[config.mk]
export PLATFORM = sky130hd
export DESIGN_NAME = ecsu_param
export DESIGN_NICKNAME = d
export VERILOG_FILES = /design/src/rtl/ecsu_pkg.sv /design/src/rtl/ecsu_dwell_counter.sv /design/src/rtl/ecsu_param.sv
export SDC_FILE = /design/constraint.sdc
export NUM_CORES = 1
export LEC_CHECK = 0
export CAP_MARGIN = 20
export CORE_AREA = 10 10 50 52
export CTS_CLUSTER_SIZE = 28
export DETAILED_ROUTE_END_ITERATION = 10
export DIE_AREA = 0 0 60 62
export PLACE_DENSITY = 0.74
export SLEW_MARGIN = 20
export SYNTH_ARGS = -nofsm -noshare
export SYNTH_HDL_FRONTEND = slang
export SYNTH_SLANG_ARGS = --single-unit
[constraint.sdc]
create_clock -name i_clk -period 3.65 [get_ports i_clk]
set_input_delay 0.365 -clock i_clk [delete_from_list [all_inputs] [get_ports i_clk]]
set_output_delay 0.365 -clock i_clk [all_outputs]
set_load 0.01 [all_outputs]
[src/rtl/ecsu_pkg.sv]
// rtl/ecsu_pkg.sv - shared state encoding for the ECSU weather-alert controller
package ecsu_pkg;

  typedef enum logic [1:0] {
    ALL_CLEAR  = 2'b00,
    CAUTION    = 2'b01,
    HIGH_ALERT = 2'b10,
    EMERGENCY  = 2'b11
  } ecsu_state_t;

  localparam logic [1:0] VIS_REDUCED = 2'b01;
  localparam logic [1:0] VIS_ZERO    = 2'b11;

endpackage

[src/rtl/ecsu_dwell_counter.sv]
// rtl/ecsu_dwell_counter.sv - saturating count of consecutive clean samples
module ecsu_dwell_counter #(
  parameter int DWELL = 4
) (
  input  logic i_clk,
  input  logic i_rst_n,
  input  logic i_clear,
  input  logic i_count_en,
  output logic o_done
);

  localparam int CNT_W = $clog2(DWELL + 1);
  localparam logic [CNT_W-1:0] L_MAX  = CNT_W'(DWELL);
  localparam logic [CNT_W-1:0] L_LAST = CNT_W'(DWELL - 1);

  logic [CNT_W-1:0] r_cnt;

  always_ff @(posedge i_clk) begin
    if (!i_rst_n) begin
      r_cnt <= '0;
    end else if (i_clear) begin
      r_cnt <= '0;
    end else if (i_count_en && (r_cnt != L_MAX)) begin
      r_cnt <= r_cnt + CNT_W'(1);
    end
  end

  // Asserted on the sample that would be the DWELL-th clean one in a row.
  assign o_done = i_count_en && (r_cnt >= L_LAST);

endmodule

[src/rtl/ecsu_param.sv]
// rtl/ecsu_param.sv - weather alert state machine with dwell-qualified de-escalation
module ecsu_param
  import ecsu_pkg::*;
#(
  parameter int WIND_W       = 6,
  parameter int TEMP_W       = 8,
  parameter int CAUTION_WIND = 10,
  parameter int HIGH_WIND    = 15,
  parameter int EMERG_WIND   = 20,
  parameter int TEMP_HIGH    = 35,
  parameter int TEMP_EMERG   = 40,
  parameter int DWELL        = 4
) (
  input  logic              i_clk,
  input  logic              i_rst_n,
  input  logic              i_thunderstorm,
  input  logic [WIND_W-1:0] i_wind,
  input  logic [1:0]        i_visibility,
  input  logic [TEMP_W-1:0] i_temperature,
  input  logic              i_ack,
  output logic [1:0]        o_ecsu_state,
  output logic              o_severe_weather,
  output logic              o_emergency_landing_alert,
  output logic              o_state_change
);

  if ((DWELL < 1) || !(CAUTION_WIND < HIGH_WIND && HIGH_WIND < EMERG_WIND) ||
      !(TEMP_HIGH < TEMP_EMERG)) begin : g_param_check
    $error("ecsu_param: illegal threshold or dwell parameters");
  end

  localparam logic [WIND_W-1:0]        L_CAUT_W  = WIND_W'(CAUTION_WIND);
  localparam logic [WIND_W-1:0]        L_HIGH_W  = WIND_W'(HIGH_WIND);
  localparam logic [WIND_W-1:0]        L_EMERG_W = WIND_W'(EMERG_WIND);
  localparam logic signed [TEMP_W-1:0] L_T_HI    = TEMP_W'(TEMP_HIGH);
  localparam logic signed [TEMP_W-1:0] L_T_HI_N  = TEMP_W'(-TEMP_HIGH);
  localparam logic signed [TEMP_W-1:0] L_T_EM    = TEMP_W'(TEMP_EMERG);
  localparam logic signed [TEMP_W-1:0] L_T_EM_N  = TEMP_W'(-TEMP_EMERG);

  ecsu_state_t r_state;
  ecsu_state_t w_next;
  logic        r_state_change;
  logic        w_sev, w_caut, w_emerg, w_clean, w_done, w_clear;
  logic signed [TEMP_W-1:0] w_temp;

  assign w_temp  = $signed(i_temperature);
  assign w_sev   = i_thunderstorm || (i_wind > L_HIGH_W) || (i_visibility == VIS_ZERO) ||
                   (w_temp > L_T_HI) || (w_temp < L_T_HI_N);
  assign w_caut  = !w_sev && ((i_wind > L_CAUT_W) || (i_visibility == VIS_REDUCED));
  assign w_emerg = (i_wind > L_EMERG_W) || (w_temp > L_T_EM) || (w_temp < L_T_EM_N);

  // What counts as a clean sample depends on the state being left.
  always_comb begin
    w_clean = 1'b0;
    case (r_state)
      ALL_CLEAR, CAUTION: w_clean = !w_caut && !w_sev;
      HIGH_ALERT:         w_clean = !w_sev;
      default:            w_clean = 1'b0;
    endcase
  end

  always_comb begin
    w_next = r_state;
    case (r_state)
      ALL_CLEAR: begin
        if (w_emerg || w_sev)   w_next = HIGH_ALERT;
        else if (w_caut)        w_next = CAUTION;
      end
      CAUTION: begin
        if (w_emerg || w_sev)   w_next = HIGH_ALERT;
        else if (w_done)        w_next = ALL_CLEAR;
      end
      HIGH_ALERT: begin
        if (w_emerg)            w_next = EMERGENCY;
        else if (w_done)        w_next = CAUTION;
      end
      EMERGENCY: begin
        if (i_ack && !w_emerg && !w_sev) w_next = HIGH_ALERT;
      end
      default:                  w_next = ALL_CLEAR;
    endcase
  end

  assign w_clear = !w_clean || (w_next != r_state);

  ecsu_dwell_counter #(.DWELL(DWELL)) u_dwell (
    .i_clk      (i_clk),
    .i_rst_n    (i_rst_n),
    .i_clear    (w_clear),
    .i_count_en (w_clean),
    .o_done     (w_done)
  );

  always_ff @(posedge i_clk) begin
    if (!i_rst_n) begin
      r_state        <= ALL_CLEAR;
      r_state_change <= 1'b0;
    end else begin
      r_state        <= w_next;
      r_state_change <= (w_next != r_state);
    end
  end

  assign o_ecsu_state              = r_state;
  assign o_severe_weather          = (r_state == HIGH_ALERT) || (r_state == EMERGENCY);
  assign o_emergency_landing_alert = (r_state == EMERGENCY);
  assign o_state_change            = r_state_change;

endmodule

* Word-level counts from Yosys, hierarchy flattened
Index checks and enable logic that the tools add are counted.
Word-level totals: RAM bits 0, bits in registers 6, latch bits 0, output and inout bits 5, memories kept 0, input port bits 20, word-level logic and storage cells 52, memory bits (read-only) 0
Operators by class: $add $sub $neg 1, bitwise gates (word level) 1, div/mod/pow operators 0, shifts and indexed selects 0, multipliers 0, equality and inequality tests 7, multiplexer cells 9, order comparisons 8, reductions and logical operators 23
Operators by type and width (number):
- $gt A8 B7 Y1 const B | 2
- $lt A8 B7 Y1 const B | 2
- $mux W2 | 7
- $gt A6 B4 Y1 const B | 2
- $logic_or A1 B1 Y1 | 10
- $pmux W2 S4 | 1
- $eq A2 B2 Y1 const B | 3
- $gt A6 B5 Y1 const B | 1
- $logic_and A1 B1 Y1 | 6
- $eq A2 B1 Y1 const B | 2
- $logic_not A1 Y1 | 4
- $reduce_or A2 Y1 | 2
- $add A3 B1 Y3 const B | 1
- $ge A3 B2 Y1 const B | 1
- $ne A3 B3 Y1 const B | 1
- $logic_not A2 Y1 | 1
- $ne A2 B2 Y1 | 1
- $pmux W1 S2 | 1
- $not A1 Y1 | 1

* Longest topological paths before layout
Gate-level depths: netlist of the first run.
depth after elaboration 17, depth in mapped cells 7, mapped depth without buffers 7

* By module
From an unflattened synthesis of the first run, not the netlist that was laid out.
Unflattened totals: cells, all modules 73, area, all modules 533.0 µm²
By module, submodules not included:
- ecsu_param | times used 1, seq. area each 60.1 µm², area an instance 347.8 µm², cells each 52
- ecsu_dwell_counter | times used 1, seq. area each 60.1 µm², area an instance 185.2 µm², cells each 21

* Worst setup path after synthesis of the first run
OpenSTA, ideal clock, no wires.
path kind reg-to-reg, start register u_dwell.r_cnt[0], end register u_dwell.r_cnt[0], setup time 0.092 ns, slack 1.866 ns, data arrival time 1.692 ns, required time 3.558 ns, buffers on the path 0, stages on the path, launching flop included 8, clock period less this slack 1.784 ns, cells stage by stage dfxtp_1 > ha_1 > ha_1 > a211oi_2 > a211oi_1 > o21ai_0 > o211ai_4 > nor4_1
On the way: longest elaborated chain between the ends 8, elaborated cells on any way between the ends 13, classes of those cells add/sub (1); order compare (1); eq/ne (2); mux (5); reduce/logical (4)
RTL lines:
- from (decl) | RTL line ecsu_dwell_counter.sv:16 | logic [CNT_W-1:0] r_cnt;
- from (signal assigned) | RTL line ecsu_dwell_counter.sv:24 | r_cnt <= r_cnt + CNT_W'(1);
- $ge A3 B2 Y1 | RTL line ecsu_dwell_counter.sv:29 | assign o_done = i_count_en && (r_cnt >= L_LAST);
- $logic_and A1 B1 Y1 | RTL line ecsu_dwell_counter.sv:29
- $mux W2, on equally long branches | RTL line ecsu_param.sv:75, ecsu_param.sv:71
- $mux W2, on equally long branches | RTL line ecsu_param.sv:74, ecsu_param.sv:70
- $pmux W2 S4 | RTL line ecsu_param.sv:64 | case (r_state)
- $ne A2 B2 Y1 | RTL line ecsu_param.sv:84 | assign w_clear = !w_clean || (w_next != r_state);
- $logic_or A1 B1 Y1 | RTL line ecsu_param.sv:84
- $reduce_or A2 Y1 (no source line)
Several ways; a longest one is shown, not always the timed one. A chain may end at the register's enable or synchronous reset.

* Worst setup path in the final report of the first run
start register u_dwell.r_cnt[0], end register u_dwell.r_cnt[1]
The elaborated chain is that of the path after synthesis.

==> results.cfg, run 1 <==
[setup_path]
critPathCaptureType = register
cp_slowest_cell = dfxtp_1
criticalPathCategory = reg -> reg
start_kind = register
cp_num_buf_inv = 0
path_cells = ha_1 -> ha_1 -> a211oi_2 -> a211oi_1 -> o21ai_0 -> o211ai_4 -> nor4_1
slowest_delay_ps = 340
critical_path_depth = 7
ff2ff_path_depth = 7
critPathLaunch = u_dwell.r_cnt[0]$_SDFFE_PP0P_
cp_common_cell = ha_1
crit_family = compound AO/OA/AOI/OAI gates
worstPathRequired_ps = 3790
cp.arrival_ps = 2130
critPathMaxFanout = 4
reg2reg_from = u_dwell.r_cnt[0]$_SDFFE_PP0P_

[power_and_ir_drop]
p_switching_mw = 0.0531
p_int_mw = 0.144
combPwrFrac_pct = 33.6
seqPwrFrac_pct = 36.9
p_clk_share_pct = 29.5
max-vdd-ir-drop_mv = 0.109
leakagePower_nw = 0.321
switching_share_pct = 26.9
power.density_mw_per_mm2 = 227

[min_path]
hp-start = u_dwell.r_cnt[1]$_SDFFE_PP0P_
hold_path.class = reg -> reg
min_path_cells = 2

[route]
routed_wl_mm = 1.56
drc_errors = 0
viasPerCell = 5.59
wl_per_cell_um = 14.0
ant_nets = 0
route.vias.total = 626
drt_iter0_drc = 4
dr.pass1.iters = 4

[timing]
post-route-period-util_pct = 54.6
finalWorstSetupSlack_ps = 1660
tns_ps = 0
hold_viol = 0
fmax_mhz = 502
hold_slack_ps = 617
worst_pin_slew_ps = 462
max_slew_margin_pct = 69.2
setup_viol = 0
final_max_slew_viol_count = 0
rsz0062_at_grt = no
finalCriticalPeriod_ps = 1990
skew_ps = 0.545

[grt]
antenna_found_initial = 0
grt_pass1_vias = 665
grt_pass1_wl_mm = 2.70
grt.overflow.total = 0
grt.total_usage_pct = 9.11
grt_max_degree = 12

[floorplan]
dieHeight_um = 62
die_w_um = 60
rows = 15
core_mm2 = 0.00161
ios = 25
start_util_pct = 37.6
die-area_mm2 = 0.00372

[clock_network]
cts.clk_slew.worst_paths_ps = 40
clockBufferDepth = 2
cts-root-buf = clkbuf_4
cts-hold-fix-buffers = 0
cts_setup_buffers = 0
cts_made_buffers = 3
clk_latency_ps = 240
htree_levels = 1
cts_tree = done
cts_resized = 0
clock-sinks = 6

[cells_and_area]
area_growth_syn_to_layout_pct = 43.5
antenna_cells = 0
layout-drive-gt1-share_pct = 12.6
num-fill-cells = 160
nNetsFinal = 120
utilization_pct = 54.0

[yosys]
syn_inst = 70
synth_area_um2 = 607
async_reset_ff_share_pct = 0
ys_seq_area_share_pct = 19.8
synth-edff-count = 0
synth.net_count = 93
ys.flop_type = dfxtp_1
ys_types = 39
yosysWarnings = 0
synth-seq-cells = 6
synth_area_per_cell_um2 = 8.67

[placement]
place_ws_ps = 1460
place.gp.congestion = 0.745
dp_hpwl_mm = 1.41
port_buffers = 24

[run]
cap_viol_max_count = 0

[status]
outcome = finished, final reports clean
[layer usage]
| layer | GRT usage [%] | up-vias | routed length [um] |
|---|---|---|---|
| li1 | - | 318 | - |
| met1 | 8.30 | 280 | 611 |
| met2 | 17.4 | 26 | 781 |
| met3 | 3.66 | 2 | 155 |
| met4 | 3.85 | 0 | 14 |
| met5 | 0 | - | 0 |
[metrics by stage]
stage          instance area, um2  std cells  power (mW)
2_1_floorplan                 607         70       0.105
3_3_place_gp                  848        109       0.140
3_5_place_dp                  848        109       0.141
4_1_cts                       871        112       0.202
5_1_grt                       871        112       0.209
6_report                      871        112       0.197
[final cells by class]
type | count | area, um2 | area share, %
Timing Repair Buffer | 24 | 240 | 27.6
Clock buffer | 3 | 22.5 | 2.59
Tap cell | 17 | 21.3 | 2.44
Sequential cell | 6 | 120 | 13.8
Inverter | 7 | 26.3 | 3.02
Multi-Input combinational cell | 55 | 440 | 50.6
[power by group through the flow]
stage	clock, mW	sequential [mW]	combinational (mW)
2_1_floorplan	0	0.0727	0.0319
3_3_place_gp	0	0.0739	0.0658
3_5_place_dp	0	0.0740	0.0668
4_1_cts	0.0618	0.0729	0.0669
5_1_grt	0.0642	0.0733	0.0715
6_report	0.0583	0.0728	0.0663
[path summary, 6_finish.rpt]
path	endpoint	slack (ps)
worst max register to register	u_dwell.r_cnt[1]$_SDFFE_PP0P_	1660
worst min register to register	u_dwell.r_cnt[1]$_SDFFE_PP0P_	620
worst max-delay path	u_dwell.r_cnt[1]$_SDFFE_PP0P_	1660
worst min-delay path	u_dwell.r_cnt[1]$_SDFFE_PP0P_	620
[Yosys cell counts, types with 2 or more instances]
cell type,n,share of area [%]
o21a_1,2,2.5
and2_1,2,2.1
nor3_1,3,2.5
ha_1,3,6.2
nor4_1,4,4.1
a21oi_1,3,2.5
o21ai_0,2,1.6
nand3b_1,2,2.5
nand3_1,2,1.6
nand2_1,7,4.3
inv_1,7,4.3
dfxtp_1,6,20
[logic make-up after synthesis]
group | share of synthesized area [%]
simple gates | 26.4
fa+ha+maj | 6.19
xor+xnor | 1.44
buf+inv | 7.63
compound gates | 36.9
mux | 1.65
flops | 19.8
[state kept, by name, summed over array words and instances (netlist names)]
| name | cells |
|---|---|
| o_ecsu_state | 2 |
| o_state_change | 1 |
| u_dwell.r_cnt | 3 |
[placed cells by master (no fill, tap or decap)]
| cell type | n |
|---|---|
| a2111o_1 | 1 |
| a211oi_1 | 1 |
| a211oi_2 | 1 |
| a21bo_2 | 1 |
| a21boi_0 | 1 |
| a21boi_1 | 1 |
| a21oi_1 | 3 |
| a21oi_4 | 1 |
| a221o_1 | 1 |
| a2bb2oi_1 | 1 |
| and2_1 | 2 |
| and2_2 | 1 |
| and3_1 | 1 |
| clkbuf_4 | 3 |
| clkdlybuf4s50_1 | 24 |
| dfxtp_1 | 6 |
| ha_1 | 3 |
| inv_1 | 7 |
| mux2i_1 | 1 |
| nand2_1 | 7 |
| nand3_1 | 2 |
| nand3b_1 | 2 |
| nand4_1 | 1 |
| nor2_1 | 1 |
| nor2b_1 | 1 |
| nor3_1 | 3 |
| nor4_1 | 4 |
| nor4b_2 | 1 |
| o211ai_1 | 1 |
| o211ai_4 | 1 |
| o21a_1 | 2 |
| o21ai_0 | 2 |
| o21bai_1 | 1 |
| o221ai_2 | 1 |
| o22ai_1 | 1 |
| o311ai_4 | 1 |
| o31a_1 | 1 |
| or4_4 | 1 |
| xnor2_1 | 1 |
[worst reg2reg max path, cell delays in order, from the launching register on]
cell and delay, ps:
dfxtp_1 340, ha_1 220, ha_1 190, a211oi_2 330, a211oi_1 110, o21ai_0 310, o211ai_4 130, nor4_1 270
(Power assumes the default switching activity.)
==> inputs of run 2 (changes only) <==
Clock period 3.65 ns to 2 ns, I/O delays scaled along.
==> results.cfg, run 2 (same netlist as run 1, synthesis figures left out) <==
[route]
dr.pass1.iters = 5
route.vias.total = 658
drc_errors = 0
routed_wl_mm = 1.60
ant_nets = 0
wl_per_cell_um = 13.7
drt_iter0_drc = 9
viasPerCell = 5.62

[clock_network]
htree_levels = 1
clock-sinks = 6
clockBufferDepth = 2
cts.clk_slew.worst_paths_ps = 40
cts_tree = done
clk_latency_ps = 240
cts_made_buffers = 3
cts-root-buf = clkbuf_4

[cells_and_area]
design_area_um2 = 908
layout-drive-gt1-share_pct = 17.0
largest_register_ffs = 3
multi_input_area_um2 = 440
top_register = u_dwell.r_cnt
antenna_cells = 0
area_growth_syn_to_layout_pct = 49.7
final_cell_mix = clkdlybuf4s50_1, inv_1, nand2_1, dfxtp_1, buf_4
num-fill-cells = 153
final-seq-area_um2 = 120
nNetsFinal = 125
mostFrequentLayoutCell = clkdlybuf4s50_1
instances_no_fill = 117

[grt]
grt_pass1_vias = 697
grt.overflow.total = 0
grt_pass1_wl_mm = 2.86
grt_max_degree = 8
antenna_found_initial = 0
grt.total_usage_pct = 9.73

[floorplan]
start_util_pct = 37.6
die-area_mm2 = 0.00372
rows = 15
core_mm2 = 0.00161
ios = 25
dieHeight_um = 62
die_w_um = 60

[timing]
post-route-period-util_pct = 89.8
skew_ps = 1.16
rsz0062_at_grt = no
tns_ps = 0
max_slew_margin_pct = 78.7
hold_viol = 0
final_max_slew_viol_count = 0
worst_pin_slew_ps = 318
fmax_mhz = 557
setup_viol = 0
finalCriticalPeriod_ps = 1800

[placement]
dpl_cell_area_um2 = 886
dp_hpwl_mm = 1.46
port_buffers = 24
place.gp.congestion = 0.771
placed_cells = 114

[setup_path]
criticalPathCategory = reg -> reg
worstPathRequired_ps = 2150
critPathMaxFanout = 4
start_kind = register
cp.arrival_ps = 1940
critPathCaptureType = register

[power_and_ir_drop]
power.density_mw_per_mm2 = 401
max-vdd-ir-drop_mv = 0.241
leakagePower_nw = 0.345

[run]
cap_viol_max_count = 0

[status]
outcome = finished, final reports clean

[min_path]
hold_path.class = in -> reg
==> run 2: path summary, 6_finish.rpt <==
check	from	end	slack [ps]	cells after the start
worst min-delay path	i_rst_n	o_ecsu_state[1]$_SDFF_PN0_	590	2
worst max register to register	u_dwell.r_cnt[0]$_SDFFE_PP0P_	u_dwell.r_cnt[0]$_SDFFE_PP0P_	200	8
worst max-delay path	u_dwell.r_cnt[0]$_SDFFE_PP0P_	u_dwell.r_cnt[0]$_SDFFE_PP0P_	200	8
worst min register to register	u_dwell.r_cnt[0]$_SDFFE_PP0P_	u_dwell.r_cnt[0]$_SDFFE_PP0P_	660	3
==> run 2: area by class of cell <==
type | instances | share of cell area (%)
clock buffers | 3 | 2.48
inverters | 7 | 2.89
multi-input cells | 55 | 48.5
flip-flops and latches | 6 | 13.2
well taps | 17 | 2.34
repair buffers | 29 | 30.6
==> run 2: critical path: stages, from the launching register on <==
cell and delay (ps):
dfxtp_1 310, ha_1 190, ha_1 180, a211oi_2 260, buf_4 170, a21oi_1 60, nand4_1 150, o211ai_4 120
nor4_1 260
==> run 2: report_power, final <==
| part | switching [mW] | internal, mW | total (mW) |
|---|---|---|---|
| Sequential | 0.00579 | 0.125 | 0.131 |
| Combinational | 0.0531 | 0.0733 | 0.126 |
| Clock | 0.0394 | 0.0676 | 0.107 |
| Total | 0.0982 | 0.266 | 0.364 |
==> run 2: layer usage <==
metal	track usage [%]	share of wire, %	vias to the layer above
li1	-	-	328
met1	8.89	40	302
met2	19.3	51	24
met3	3.66	7.8	4
met4	2.88	1.1	0
met5	0	0	-
==> run 2: timing repair <==
item                                    4_1_cts  5_1_grt
endpoints found under the hold margin         0        0
gates resized for setup                       0        1
hold buffers                                  0        0
buffers inserted                              0        0
endpoints found under the setup margin        0        1
==> run 2: metrics by stage <==
| stage | hold WS, ps | power (mW) | worst slack (ps) | util, % |
|---|---|---|---|---|
| 2_1_floorplan | 318 | 0.191 | 216 | - |
| 3_3_place_gp | 673 | 0.258 | 37.5 | 54.9 |
| 3_5_place_dp | 662 | 0.260 | 3.62 | 54.9 |
| 4_1_cts | 593 | 0.369 | 148 | 56.3 |
| 5_1_grt | 622 | 0.384 | 13.2 | 56.3 |
| 6_report | 593 | 0.364 | 203 | 56.3 |
